<file path="config.mk">
export PLATFORM = sky130hd
export DESIGN_NAME = hex_display_ctrl
export DESIGN_NICKNAME = d
export VERILOG_FILES = /design/src/rtl/hex_display_ctrl.sv
export SDC_FILE = /design/constraint.sdc
export NUM_CORES = 1
export LEC_CHECK = 0
export BUFFER_PORTS_ARGS = -buffer_cell sky130_fd_sc_hd__buf_2
export CORE_MARGIN = 2
export CORE_UTILIZATION = 40
export DETAILED_ROUTE_END_ITERATION = 10
export PLACE_DENSITY = 0.62
export SETUP_SLACK_MARGIN = 0.05
export SYNTH_ARGS = -nofsm -noshare
export SYNTH_HDL_FRONTEND = slang
export SYNTH_SLANG_ARGS = --single-unit
</file>
<file path="constraint.sdc">
create_clock -name clk -period 4.3 [get_ports clk]
set_input_delay 0 -clock clk [delete_from_list [all_inputs] [get_ports clk]]
set_output_delay 0 -clock clk [all_outputs]
set_load 0.01 [all_outputs]
</file>
<file path="src/rtl/hex_display_ctrl.sv">
// hex_display_ctrl: nibble-store driven multi-digit 7-segment controller with blink, zero blanking and scroll
//   clk, rst_n                        : clock, asynchronous active-low reset
//   wr_en, wr_addr, wr_data           : single nibble write; out-of-range addresses are ignored
//   load_valid, load_ready, load_data : bulk load of every nibble, held off while wr_en is high
//   mode, blink_mask                  : 0 hex, 1 zero-blanked hex, 2 scroll, 3 blank; per-digit blink enable
//   seg                               : registered active-low segments {g,f,e,d,c,b,a} per digit
module hex_display_ctrl #(
  parameter int NUM_DIGITS = 6,
  parameter int BLINK_PERIOD = 25_000_000,
  parameter int SCROLL_PERIOD = 50_000_000,
  localparam int AW = NUM_DIGITS > 1 ? $clog2(NUM_DIGITS) : 1
) (
  input  logic                      clk,
  input  logic                      rst_n,
  input  logic                      wr_en,
  input  logic [AW-1:0]             wr_addr,
  input  logic [3:0]                wr_data,
  input  logic                      load_valid,
  input  logic [4*NUM_DIGITS-1:0]   load_data,
  output logic                      load_ready,
  input  logic [1:0]                mode,
  input  logic [NUM_DIGITS-1:0]     blink_mask,
  output logic [7*NUM_DIGITS-1:0]   seg
);
  localparam int BW = $clog2(BLINK_PERIOD);
  localparam int SW = $clog2(SCROLL_PERIOD);
  localparam logic [15:0][6:0] seg_lut = {
    7'h0E, 7'h06, 7'h21, 7'h46, 7'h03, 7'h08, 7'h10, 7'h00,
    7'h78, 7'h02, 7'h12, 7'h19, 7'h30, 7'h24, 7'h79, 7'h40
  };
  logic [4*NUM_DIGITS-1:0] nib;
  logic [1:0] mode_r;
  logic [NUM_DIGITS-1:0] mask_r;
  logic [BW-1:0] bcnt;
  logic phase;
  logic [SW-1:0] scnt;
  logic [AW-1:0] off;
  logic [7*NUM_DIGITS-1:0] seg_n;
  logic load_go, bwrap, swrap;
  assign load_ready = rst_n & ~wr_en;
  assign load_go = load_valid & load_ready;
  assign bwrap = bcnt == BW'(BLINK_PERIOD - 1);
  assign swrap = scnt == SW'(SCROLL_PERIOD - 1);
  // mode and blink_mask are registered alongside the nibbles so every source reaches seg with the same latency
  always_comb begin
    int top, s;
    top = 0;
    seg_n = '1;
    for (int i = 0; i < NUM_DIGITS; i++)
      if (nib[4*i+:4] != 4'h0) top = i;
    for (int i = 0; i < NUM_DIGITS; i++) begin
      s = i + int'(off);
      s = s >= NUM_DIGITS ? s - NUM_DIGITS : s;
      seg_n[7*i+:7] = (mask_r[i] && phase) || mode_r == 2'd3 || (mode_r == 2'd1 && i > top)
                      ? 7'h7F : seg_lut[mode_r == 2'd2 ? nib[4*s+:4] : nib[4*i+:4]];
    end
  end
  always_ff @(posedge clk or negedge rst_n)
    if (!rst_n) begin
      nib <= '0;
      mode_r <= '0;
      mask_r <= '0;
      bcnt <= '0;
      phase <= 1'b0;
      scnt <= '0;
      off <= '0;
      seg <= '1;
    end else begin
      mode_r <= mode;
      mask_r <= blink_mask;
      seg <= seg_n;
      bcnt <= bwrap ? '0 : bcnt + 1'b1;
      phase <= phase ^ bwrap;
      scnt <= mode != 2'd2 || swrap ? '0 : scnt + 1'b1;
      off <= mode != 2'd2 || load_go ? '0 : !swrap ? off : off == AW'(NUM_DIGITS - 1) ? '0 : off + 1'b1;
      for (int i = 0; i < NUM_DIGITS; i++)
        if (wr_en ? wr_addr == AW'(i) : load_valid)
          nib[4*i+:4] <= wr_en ? wr_data : load_data[4*i+:4];
    end
endmodule
</file>
==> impl_metrics.toml <==
[status]
outcome = "complete, no violations"

[finish]
n_fill_cell = 1917
n_antenna_cell = 0
postLayoutCellArea_um2 = 10600
multi_input_area_um2 = 5070
drive_gt1_share_pct = 19.6
fin_cells = 1354
postLayoutCoreUtil_pct = 50.1
areaGrowthSynthToFinish_pct = 21.8
nNetsFinal = 1162
seq_area_um2 = 3280

[synth]
synthesis.area_um2 = 8700
synth-edff-count = 0
yosysWarnings = 0
synth_cell_types = 78
async_reset_ff_share_pct = 100
syn_avg_cell_area_um2 = 9.38
ys_ff_latch = 129
ys.flop_type = "dfrtp_1"
synth_fp_nets = 1022
yosysSeqAreaShare_pct = 37.7
synthCells = 927

[critical_path]
startpoint = "off[2]$_DFFE_PN0P_"
slowest_stage = "a211oi_1"
critPathKind = "reg2reg"
cp-end-kind = "register"
cpMostUsedCell = "inv_1"
critPathMaxStageDelay_ps = 670
setup.worst_path.start_class = "register"
cp.required_ps = 4590
cp_max_fo = 15
cp.arrival_ps = 4070
r2r-start = "off[2]$_DFFE_PN0P_"
worstPathCellList = "inv_1 -> ha_1 -> inv_1 -> o21ai_2 -> nand2_1 -> mux2i_1 -> o22ai_1 -> a211oi_1 -> inv_1 -> ha_1 -> inv_1 -> nor2_1 -> a2111oi_0 -> a41oi_1"

[drt]
postRouteAntennaNets = 0
via_per_inst = 5.51
route.detailed.drc = 0
wl_mm = 22.2
routedWlPerCell_um = 16.4
first_pass_iters = 7
drt_iter0_drc = 500
vias = 7460

[placement]
pre_cts_slack_ps = 377
gp_congestion = 0.926
dp.final_hpwl_mm = 15.7
placed_cell_area_um2 = 9450
dp_cells = 1271
io_buffer_count = 85

[floorplan]
die_width_um = 151
ios = 86
core.rowCount = 53
coreArea_um2 = 21200
dieArea_um2 = 22900
die_h_um = 151
initial_core_util_pct = 41.1

[timing]
clock.fmax_mhz = 264
slew_viol_final = 0
slew_headroom_pct = 34.1
finClkSkew_ps = 10.2
layout_min_cycle_time_ps = 3780
report.final.hold_viol_count = 0
fin_crit_sh_pct = 88.0
layout_setup_ws_ps = 516
tightestPinTransition_ps = 983
rsz0062_at_grt = "no"
fin_setup_tns_ps = 0
report.final.setup_viol = 0

[hold_path]
hold_class = "in2reg"
min_from = "wr_data[1]"

[cts]
cts_tree = "done"
cts_made_buffers = 17
postCtsSetupBuffers = 0
root_buffer = "clkbuf_16"
htree_levels = 4
path_clk_slew_ps = 60
clock_latency_ps = 420
cts_sinks = 129
cts_buffer_depth = 2

[global_route]
grt_max_degree = 68
grt_pass1_wl_mm = 37.3
globalRouteTotalUtil_pct = 20.5
antenna_found_initial = 0
grt_pass1_vias = 7343
grt_overflow_total = 0

[power]
p_leak_nw = 4.65
peakVddDrop_uv = 219
pwr_density_cell_nw_per_um2 = 370

[job]
max_cap_viol_count = 0
==> cell families (layout without fill, tap and decap cells) <==
kind of cell | after synthesis | after routing | synth area share [%]
flip-flops | 129 | 129 | 37.7
AO/OA/AOI/OAI | 219 | 219 | 16.8
buffers and inverters | 87 | 239 | 4.07
multiplexers | 88 | 88 | 11.1
adder cells (fa/ha/maj) | 52 | 52 | 7.48
XOR/XNOR | 51 | 51 | 5.52
AND/OR/NAND/NOR | 301 | 301 | 17.2
==> state kept, by name, summed over array words and instances (netlist names) <==
name	count
nib	24
seg	42
mode_r	2
mask_r	6
bcnt	25
phase	1
off	3
scnt	26
==> final timing paths <==
kind | end | slack (ps) | depth (start not counted)
worst max-delay path | seg[31]$_DFF_PN1_ | 520 | 14
min in group asynchronous | seg[33]$_DFF_PN1_ | 150 | 2
worst max register to register | seg[31]$_DFF_PN1_ | 520 | 14
worst min-delay path | nib[21]$_DFFE_PN0P_ | 8 | 3
max in group asynchronous | mask_r[5]$_DFF_PN0_ | 3350 | 3
worst min register to register | scnt[0]$_DFF_PN0_ | 470 | 1
==> synthesized netlist by cell type, types with 13 or more instances <==
| library cell | n | area [um^2] |
|---|---|---|
| dfrtp_1 | 87 | 2180 |
| nor2_1 | 79 | 297 |
| mux2i_1 | 73 | 731 |
| nand2_1 | 63 | 236 |
| o21ai_0 | 59 | 295 |
| a21oi_1 | 53 | 265 |
| ha_1 | 52 | 651 |
| inv_1 | 50 | 188 |
| nand3_1 | 44 | 220 |
| dfstp_2 | 42 | 1100 |
| xor2_1 | 26 | 228 |
| xnor2_1 | 22 | 193 |
| and3_1 | 18 | 113 |
| o221ai_1 | 18 | 158 |
| nor3_1 | 17 | 85.1 |
| clkbuf_1 | 15 | 56.3 |
| nor2b_1 | 15 | 93.8 |
| buf_2 | 13 | 65.1 |
==> worst max-delay path, delay by kind of cell (launching register included) <==
kind,cells,cell delay [ps]
flip-flops,1,570
buffers and inverters,4,550
AND/OR/NAND/NOR,2,310
multiplexers,1,220
AO/OA/AOI/OAI,5,1460
adder cells (fa/ha/maj),2,530
==> layout by cell type, fill, tap and decap left out, drive strengths merged, types with 20 or more instances in the layout <==
master,instances
inv,55
o21ai,63
dfstp,42
a21oi,54
nor2,79
buf,102
dfrtp,87
xor2,27
clkbuf,20
mux2i,73
nand3,44
nand2,63
ha,52
dlygate4sd3,52
xnor2,24
==> layer usage <==
layer / vias up / track usage (%) / wire [um]
met5: - / 0 / 0
met4: 0 / 7.52 / 579
met3: 47 / 4.01 / 1070
met2: 209 / 33.6 / 10600
met1: 3562 / 27.1 / 9990
li1: 3642 / - / -
==> report_power, final <==
| part | switching (mW) | total (mW) | internal (mW) |
|---|---|---|---|
| sequential | 0.132 | 1.55 | 1.41 |
| clock | 0.549 | 1.51 | 0.959 |
| combinational | 0.482 | 0.863 | 0.382 |
==> what timing repair did <==
item,4_1_cts,5_1_grt
gates resized for setup,0,2
endpoints found under the hold margin,128,0
setup endpoints to repair,0,6
hold buffers,52,0
==> per-stage QoR <==
| stage | power, mW | hold WS [ps] |
|---|---|---|
| after global routing | 4.13 | 42.6 |
| final | 3.92 | 8.19 |
| after global placement | 2.37 | 42.6 |
| after CTS | 3.96 | 8.74 |
| after floorplan | 2.06 | -296 |
| after detailed placement | 2.38 | 38.3 |
==> final cells by class <==
| type | count | share of cell area (%) |
|---|---|---|
| Multi-Input combinational cell | 711 | 47.9 |
| Clock buffer | 20 | 4.41 |
| Clock inverter | 11 | 1.45 |
| Sequential cell | 129 | 31.0 |
| Timing Repair Buffer | 154 | 10.2 |
| Inverter | 54 | 1.91 |
| Tap cell | 275 | 3.25 |
Power figures use the tool's default switching activity.
